### config.mk
export PLATFORM = sky130hd
export DESIGN_NAME = spu_loader
export DESIGN_NICKNAME = d
export VERILOG_FILES = /design/src/rtl/defines_pkg.sv /design/src/rtl/qw_assembler.sv /design/src/rtl/spu_loader.sv
export SDC_FILE = /design/constraint.sdc
export NUM_CORES = 1
export LEC_CHECK = 0
export ABC_AREA = 1
export ABC_CLOCK_PERIOD_IN_PS = 1840
export CORE_ASPECT_RATIO = 1.2
export CORE_UTILIZATION = 49
export DETAILED_ROUTE_END_ITERATION = 10
export PLACE_DENSITY = 0.77
export SLEW_MARGIN = 0
export SYNTH_ARGS = -nofsm -noshare
export SYNTH_HDL_FRONTEND = slang
export SYNTH_SLANG_ARGS = --single-unit
### constraint.sdc
create_clock -name clk -period 1.84 [get_ports clk]
set_input_delay 0.552 -clock clk [delete_from_list [all_inputs] [get_ports clk]]
set_output_delay 0.552 -clock clk [all_outputs]
set_load 0.01 [all_outputs]
### src/rtl/defines_pkg.sv
// Shared types and constants for the SPU program loader.
// Holds the loader FSM state encoding and the default local-store size.
package defines_pkg;

    localparam int LS_BYTES_DEFAULT = 262144;

    typedef enum logic [1:0] {
        ST_IDLE,
        ST_COLLECT,
        ST_WRITE,
        ST_DONE
    } loader_state_t;

    // Only the low nibble of a byte address matters for quadword alignment.
    function automatic logic is_qw_aligned(input logic [3:0] addr_low);
        return addr_low == 4'h0;
    endfunction

endpackage

### src/rtl/qw_assembler.sv
// Packs four 32-bit host words into one 128-bit quadword, first word in the MSBs.
// Exposes the quadword including the word being accepted this cycle.
module qw_assembler (
    input  logic         clk,
    input  logic         rst,
    input  logic         clear,
    input  logic         word_valid,
    input  logic [31:0]  word,
    output logic [127:0] packed_qw,
    output logic [2:0]   count,
    output logic         full
);

    logic [127:0] qw_q;

    assign full = (count == 3'd4);

    // NOTE: always_comb gets a full default first so no path can infer a latch.
    always_comb begin
        packed_qw = qw_q;
        if (word_valid && !full) begin
            case (count[1:0])
                2'd0:    packed_qw[127:96] = word;
                2'd1:    packed_qw[95:64]  = word;
                2'd2:    packed_qw[63:32]  = word;
                default: packed_qw[31:0]   = word;
            endcase
        end
    end

    // NOTE: sequential state uses non-blocking assignments so all registers update together.
    always_ff @(posedge clk or negedge rst) begin
        if (!rst) begin
            qw_q  <= '0;
            count <= '0;
        end else if (clear) begin
            qw_q  <= '0;
            count <= '0;
        end else if (word_valid && !full) begin
            qw_q  <= packed_qw;
            count <= count + 3'd1;
        end
    end

endmodule

### src/rtl/spu_loader.sv
// Streams a program from the host into SPU local store one quadword at a time,
// then releases the SPU core from reset.
module spu_loader
    import defines_pkg::*;
#(
    parameter int LS_BYTES = LS_BYTES_DEFAULT
) (
    input  logic         clk,
    input  logic         rst,
    input  logic         start,
    input  logic [31:0]  start_addr,
    input  logic [14:0]  len_qw,
    input  logic         abort,
    input  logic [31:0]  host_data,
    input  logic         host_valid,
    output logic         host_ready,
    output logic [31:0]  ls_addr,
    output logic [127:0] ls_data_wr,
    output logic         ls_wr_en,
    output logic         busy,
    output logic         load_done,
    output logic         err,
    output logic         spu_run
);

    localparam logic [31:0] ADDR_MASK = 32'(LS_BYTES - 1);

    loader_state_t state;
    logic [31:0]   cur_addr;
    logic [14:0]   remaining;
    logic          start_go;
    logic          accept;
    logic          asm_clear;
    logic          asm_full;
    logic [2:0]    asm_count;
    logic [127:0]  asm_packed;

    // Abort wins over start in every state.
    assign start_go  = (state == ST_IDLE || state == ST_DONE) && start && !abort;
    assign accept    = host_valid && host_ready && !asm_full && !abort;
    assign asm_clear = start_go || abort || (state == ST_WRITE);

    qw_assembler u_asm (
        .clk        (clk),
        .rst        (rst),
        .clear      (asm_clear),
        .word_valid (accept),
        .word       (host_data),
        .packed_qw  (asm_packed),
        .count      (asm_count),
        .full       (asm_full)
    );

    always_ff @(posedge clk or negedge rst) begin
        if (!rst) begin
            state      <= ST_IDLE;
            cur_addr   <= '0;
            remaining  <= '0;
            host_ready <= 1'b0;
            ls_addr    <= '0;
            ls_data_wr <= '0;
            ls_wr_en   <= 1'b0;
            busy       <= 1'b0;
            load_done  <= 1'b0;
            err        <= 1'b0;
            spu_run    <= 1'b0;
        end else begin
            case (state)
                ST_IDLE, ST_DONE: begin
                    if (start_go) begin
                        if (!is_qw_aligned(start_addr[3:0])) begin
                            err       <= 1'b1;
                            load_done <= 1'b0;
                            spu_run   <= 1'b0;
                            state     <= ST_IDLE;
                        end else if (len_qw == '0) begin
                            err       <= 1'b0;
                            load_done <= 1'b1;
                            spu_run   <= 1'b1;
                            state     <= ST_DONE;
                        end else begin
                            cur_addr   <= start_addr;
                            remaining  <= len_qw;
                            err        <= 1'b0;
                            load_done  <= 1'b0;
                            spu_run    <= 1'b0;
                            busy       <= 1'b1;
                            host_ready <= 1'b1;
                            state      <= ST_COLLECT;
                        end
                    end
                end
                ST_COLLECT: begin
                    if (abort) begin
                        busy       <= 1'b0;
                        host_ready <= 1'b0;
                        spu_run    <= 1'b0;
                        state      <= ST_IDLE;
                    end else if (accept && asm_count == 3'd3) begin
                        // Fourth word: capture the finished quadword for next cycle's write.
                        host_ready <= 1'b0;
                        ls_wr_en   <= 1'b1;
                        ls_addr    <= cur_addr;
                        ls_data_wr <= asm_packed;
                        state      <= ST_WRITE;
                    end
                end
                ST_WRITE: begin
                    ls_wr_en <= 1'b0;
                    if (abort) begin
                        busy    <= 1'b0;
                        spu_run <= 1'b0;
                        state   <= ST_IDLE;
                    end else begin
                        cur_addr  <= (cur_addr + 32'd16) & ADDR_MASK;
                        remaining <= remaining - 15'd1;
                        if (remaining == 15'd1) begin
                            busy      <= 1'b0;
                            load_done <= 1'b1;
                            spu_run   <= 1'b1;
                            state     <= ST_DONE;
                        end else begin
                            host_ready <= 1'b1;
                            state      <= ST_COLLECT;
                        end
                    end
                end
                default: state <= ST_IDLE;
            endcase
        end
    end

endmodule

# ---- Yosys cells after proc, flatten, opt, wreduce, memory -nomap -nowiden
# Cells that the tools add are included.
dict set report op_classes {
  n_div 0
  n_shift 0
  n_reduce_logical 30
  bitwise_logic 1
  mul 0
  n_lt_le_gt_ge 0
  muxes 51
  n_eq_ne 19
  n_addsub 3
}
# op count
set op_table {}
lappend op_table {{$mux 128} 3}
lappend op_table {{$mux 32} 8}
lappend op_table {{$pmux 32 s2} 1}
lappend op_table {{$mux 15} 4}
lappend op_table {{$pmux 15 s2} 1}
lappend op_table {{$mux 1} 19}
lappend op_table {{$add 18x5->18 const B} 1}
lappend op_table {{$ne 2x2->1 const B} 8}
lappend op_table {{$eq 15x1->1 const B} 1}
lappend op_table {{$logic_not 15->1} 1}
lappend op_table {{$sub 15x1->15 const B} 1}
lappend op_table {{$mux 2} 7}
lappend op_table {{$reduce_and 5->1} 2}
lappend op_table {{$pmux 1 s3} 3}
lappend op_table {{$reduce_and 3->1} 3}
lappend op_table {{$logic_and 1x1->1} 7}
lappend op_table {{$eq 2x2->1 const B} 3}
lappend op_table {{$mux 3} 2}
lappend op_table {{$pmux 2 s3} 1}
lappend op_table {{$reduce_and 6->1} 1}
lappend op_table {{$reduce_bool 2->1} 3}
lappend op_table {{$eq 2x1->1 const B} 2}
lappend op_table {{$logic_not 2->1} 2}
lappend op_table {{$logic_not 4->1} 1}
lappend op_table {{14 further kinds} 19}
dict set report word_totals {
  ramBits 0
  wordCells 117
  romBits 0
  latch_bits 0
  mem_count 0
  out_inout_bits 166
  inputBits 84
  register_bits 346
}

# ---- Logic depth before layout (Yosys ltp)
dict set report depth {
  word_depth 8
  mapped_depth 12
}

# ---- Cells and area by module
# From an unflattened synthesis, not the netlist that was laid out.
dict set report hier_totals {
  hier_cells 1893
  area_unflattened_um2 16532.1
}
# mod seq_area_each_um2 n_inst area_per_inst_um2 cells_per_inst
set by_module_without_submodules {}
lappend by_module_without_submodules {spu_loader 5380.2 1 9430.3 864}
lappend by_module_without_submodules {qw_assembler 3278.1 1 7101.8 1029}

# ---- Least setup slack after synthesis
# No wires, ideal clock.
dict set report synth_path {
  kind {reg2reg}
  start {register u_asm.count[0]}
  end {register ls_addr[10]}
  path_stages_with_launch 8
  required_ns 1.715
  arrival_ns 1.637
  setup_ns 0.125
  path_slack_ns 0.078
  synth_period_minus_slack_ns 1.762
  n_path_buf 1
  cell_sequence {dfrtp_1 -> inv_1 -> ha_1 -> nand2_1 -> nand3_4 -> nor2_4 -> buf_4 -> mux2_2}
}
dict set report synth_via {
  elab_chain_len 6
}
# element line
set synth_rtl {}
lappend synth_rtl {{start, declared} qw_assembler.sv:10} ;# output logic [2:0] count,
lappend synth_rtl {{start signal, assigned} qw_assembler.sv:41} ;# count <= count + 3'd1;
lappend synth_rtl {{$eq 3x3->1} qw_assembler.sv:16} ;# assign full = (count == 3'd4);
lappend synth_rtl {{$logic_not 1->1} spu_loader.sv:40} ;# assign accept = host_valid && host_ready && !asm_full && !abort;
lappend synth_rtl {{$logic_and 1x1->1 (2 in series)} spu_loader.sv:40}
lappend synth_rtl {{$logic_and 1x1->1 *} spu_loader.sv:99} ;# end else if (accept && asm_count == 3'd3) begin
lappend synth_rtl {{$reduce_and 3->1 (no line) *} n/a}
lappend synth_rtl {{end signal, assigned} spu_loader.sv:103} ;# ls_addr <= cur_addr;
lappend synth_rtl {{end, declared} spu_loader.sv:17} ;# output logic [31:0] ls_addr,
# Mark *: on every way between the ends. The rest lies on a longest branch, timed or not.
# A chain may end at the register's enable or synchronous reset.

# ---- Worst setup path in the final report
dict set report layout_path {
  start {register ls_data_wr[69]}
  end {output port ls_data_wr[69]}
}
# element line
set layout_lines {}
lappend layout_lines {{start, declared} spu_loader.sv:18} ;# output logic [127:0] ls_data_wr,
lappend layout_lines {{start signal, assigned} spu_loader.sv:104} ;# ls_data_wr <= asm_packed;
# No word-level cell between the ends.

==> results.py <==
metrics = {
    "status": {
        "status": "finished clean",
    },
    "cts": {
        "clk_latency_ps": 530,
        "tritoncts": "done",
        "clk_pin_slew_ps": 70,
        "cts.sinks": 346,
        "htree_levels": 2,
        "cts-root-buf": "clkbuf_16",
        "cts_buffer_depth": 3,
        "numCtsBuffers": 36,
    },
    "hold_path": {
        "hold_depth": 2,
        "min_from": "cur_addr[0]$_DFFE_PN0P_",
        "min_to": "cur_addr[0]$_DFFE_PN0P_",
        "hp-class": "reg2reg",
    },
    "yosys": {
        "yosys-top-cells-count": "nand2_1, dfrtp_1, inv_1",
        "synthCells": 1976,
        "yosysTopAreaCell": "dfrtp_1",
        "ys_seq_area_share_pct": 54.3,
        "synth_cell_types": 36,
        "ys_ff_latch": 346,
        "synth_fp_nets": 2070,
        "synth.avg_cell_area_um2": 8.07,
        "async_flop_share_pct": 100,
        "netlist_area_mm2": 0.0159,
        "netlist.area_leader.share_pct": 54.3,
        "synth-edff-count": 0,
        "synth_area_leaders": "dfrtp_1, nand2_1, inv_1",
        "ys.flop_type": "dfrtp_1",
        "yosysMostFrequentCell": "nand2_1",
        "yosysWarnings": 0,
    },
    "power": {
        "p_per_area_mw_per_mm2": 926,
        "p_int_uw": 14000,
        "peakVddDrop_mv": 0.641,
        "p_leak_uw": 0.0108,
        "power_frac_seq_pct": 45.0,
        "swShare_pct": 27.0,
        "combPwrFrac_pct": 13.1,
        "switchingPower_uw": 5160,
        "p_clk_share_pct": 42.0,
    },
    "placed_design": {
        "portBuffers": 249,
        "gp_congestion": 0.862,
        "placed_area_mm2": 0.0194,
        "dp_hpwl_um": 29100,
    },
    "worst_setup_path": {
        "cp_slowest_cell": "dfrtp_1",
        "worstPathRequired_ps": 1290,
        "slowest_delay_ps": 410,
        "rr_worst_depth": 9,
        "critPathArrivalTime_ps": 1250,
        "r2r_slack_ps": 100,
        "r2r_end": "ls_data_wr[72]$_DFFE_PN0P_",
        "worst-path-buf-inv": 1,
        "r2r_start": "host_ready$_DFFE_PN0P_",
        "cpLargestDelayFamily": "flip-flops",
        "path_max_fanout": 2,
        "worstSetupPathType": "reg2out",
        "critical_path.cell_chain": "dlygate4sd2_1",
        "worstSetupEndpointType": "primary output",
        "critPathLaunchType": "register",
    },
    "timing": {
        "fin_crit_ps": 1800,
        "skew_ps": 19.4,
        "setup_viol": 0,
        "fmax_ghz": 0.556,
        "slew_violations": 0,
        "hold_viol_final": 0,
        "period_share_pct": 97.7,
        "tightest_slew_ps": 490,
        "maxSlewHeadroom_pct": 67.4,
        "rsz0062_at_grt": "yes",
    },
    "drt": {
        "wl_per_cell_um": 16.2,
        "via_per_inst": 5.16,
        "drt_pass1_iterations": 6,
        "first_iter_violations": 1214,
        "vias": 13800,
        "drc": 0,
        "ant_nets": 0,
        "routed_wl_um": 43300,
    },
    "cells_and_area": {
        "fin_util_pct": 64.3,
        "final_layout_size_suffix_gt1_share_pct": 9.01,
        "syn_to_final_growth_pct": 29.6,
        "seq_area_mm2": 0.00866,
        "finish.net_count": 2341,
        "nFillCells": 2670,
        "multiInputGateArea_mm2": 0.00560,
        "final_cell_area_mm2": 0.0207,
        "antennaDiodeCount": 0,
    },
    "global_routing": {
        "grtUsageTotal_pct": 26.4,
        "overflow": 0,
        "grt_pass1_wl_um": 69800,
        "antenna_found_initial": 0,
        "grt_max_degree": 121,
        "grt_pass1_vias": 13600,
    },
    "floorplan": {
        "dieArea_mm2": 0.0333,
        "initial_utilization_pct": 49.6,
        "rows": 72,
        "core_mm2": 0.0322,
        "die_w_um": 167,
        "io_pins": 250,
        "die-height_um": 200,
    },
    "job": {
        "maxCapViolations": 0,
    },
}
## how the worst max path moves through the flow
stage | slack, ps | end | cells after the start | from
2_1_floorplan | 80 | ls_addr[10]$_DFFE_PN0P_ | 7 | u_asm.count[0]$_DFFE_PN0P_
3_3_place_gp | -440 | u_asm.qw_q[62]$_DFFE_PN0P_ | 10 | host_valid
3_5_place_dp | -480 | u_asm.qw_q[69]$_DFFE_PN0P_ | 10 | host_valid
4_1_cts | 0.5 | ls_data_wr[2] | 1 | ls_data_wr[2]$_DFFE_PN0P_
5_1_grt | -8 | cur_addr[7]$_DFFE_PN0P_ | 12 | state[0]$_DFFE_PN0P_
6_report | 40 | ls_data_wr[69] | 1 | ls_data_wr[69]$_DFFE_PN0P_
## cells by family (layout without fill, tap and decap cells)
logic type / count (synthesis) / count (layout) / share of synthesized area (%)
mux: 23 / 23 / 1.62
buf+inv: 414 / 713 / 11.0
fa+ha+maj: 10 / 10 / 0.785
flops: 346 / 346 / 54.3
xor+xnor: 1 / 1 / 0.0549
simple gates: 858 / 858 / 21.6
compound gates: 324 / 324 / 10.6
## registers in the layout, indices dropped and copies added (netlist names)
register     flops
remaining       15
cur_addr        32
busy             1
host_ready       1
u_asm.qw_q     128
load_done        1
ls_addr         32
ls_data_wr     128
spu_run          1
err              1
u_asm.count      3
ls_wr_en         1
state            2
## worst min-delay path, cell delays in order, from the launching register on
cell     delay (ps)
dfrtp_1         340
nand2_1          60
inv_1            40
## area by class of cell
cell class / instances / area share [%]
repair buffers: 334 / 16.4
multi-input cells: 1216 / 27.1
well taps: 407 / 2.46
flip-flops and latches: 346 / 41.9
clock buffers: 50 / 5.30
inverters: 313 / 5.69
clock inverters: 16 / 1.16
## per-layer routing
layer | vias to the layer above | wire [um] | share of wire (%) | GRT usage, %
met5 | - | 0 | 0 | 0
met4 | 0 | 1910 | 4.4 | 11.8
met3 | 102 | 3130 | 7.2 | 5.01
met2 | 544 | 20700 | 48 | 43.8
met1 | 6618 | 17600 | 41 | 33.8
li1 | 6574 | - | - | -
## through the flow
step | TNS (ps) | hold WS, ps | total power, uW | std cells | setup WS (ps)
floorplan | 0 | 256 | 10000 | 1976 | 78.0
global placement | -118550 | 445 | 11100 | 2610 | -445
detailed placement | -129740 | 455 | 11200 | 2610 | -476
CTS | 0 | 481 | 19200 | 2677 | 0.500
global route | -17.4 | 500 | 19900 | 2682 | -7.76
finish | 0 | 472 | 19100 | 2682 | 42.8
## what timing repair did
item	in CTS	in global routing
pin swaps	0	9
hold buffers	1	0
cloned	0	4
gates resized for setup	171	26
setup endpoints to repair	271	137
setup buffers	0	2
hold endpoints to repair	31	0
## cells in the final DEF, fill, tap and decap left out, types with 4 or more instances in the layout
master / count
a21oi_1: 7
o21ai_1: 68
mux2_2: 13
ha_1: 8
clkbuf_8: 10
bufinv_16: 5
nand2_1: 606
or2_2: 5
nand3_1: 45
nand4_1: 7
buf_4: 46
o21a_1: 9
o21ai_0: 225
inv_1: 310
nand2_2: 5
nor2_8: 4
dfrtp_1: 346
dlygate4sd2_1: 162
nor2_1: 173
mux2_1: 10
clkbuf_16: 42
clkinvlp_4: 6
clkdlybuf4s50_1: 80
buf_12: 30
buf_6: 4
o21ai_2: 11
## power by group through the flow
stage	sequential (uW)	combinational, uW	clock (uW)
after detailed placement	8710	2480	0
after global placement	8690	2410	0
after CTS	8590	2480	8130
final	8600	2500	8030
after floorplan	8590	1440	0
after global routing	8680	2840	8420
Power figures use the tool's default switching activity.
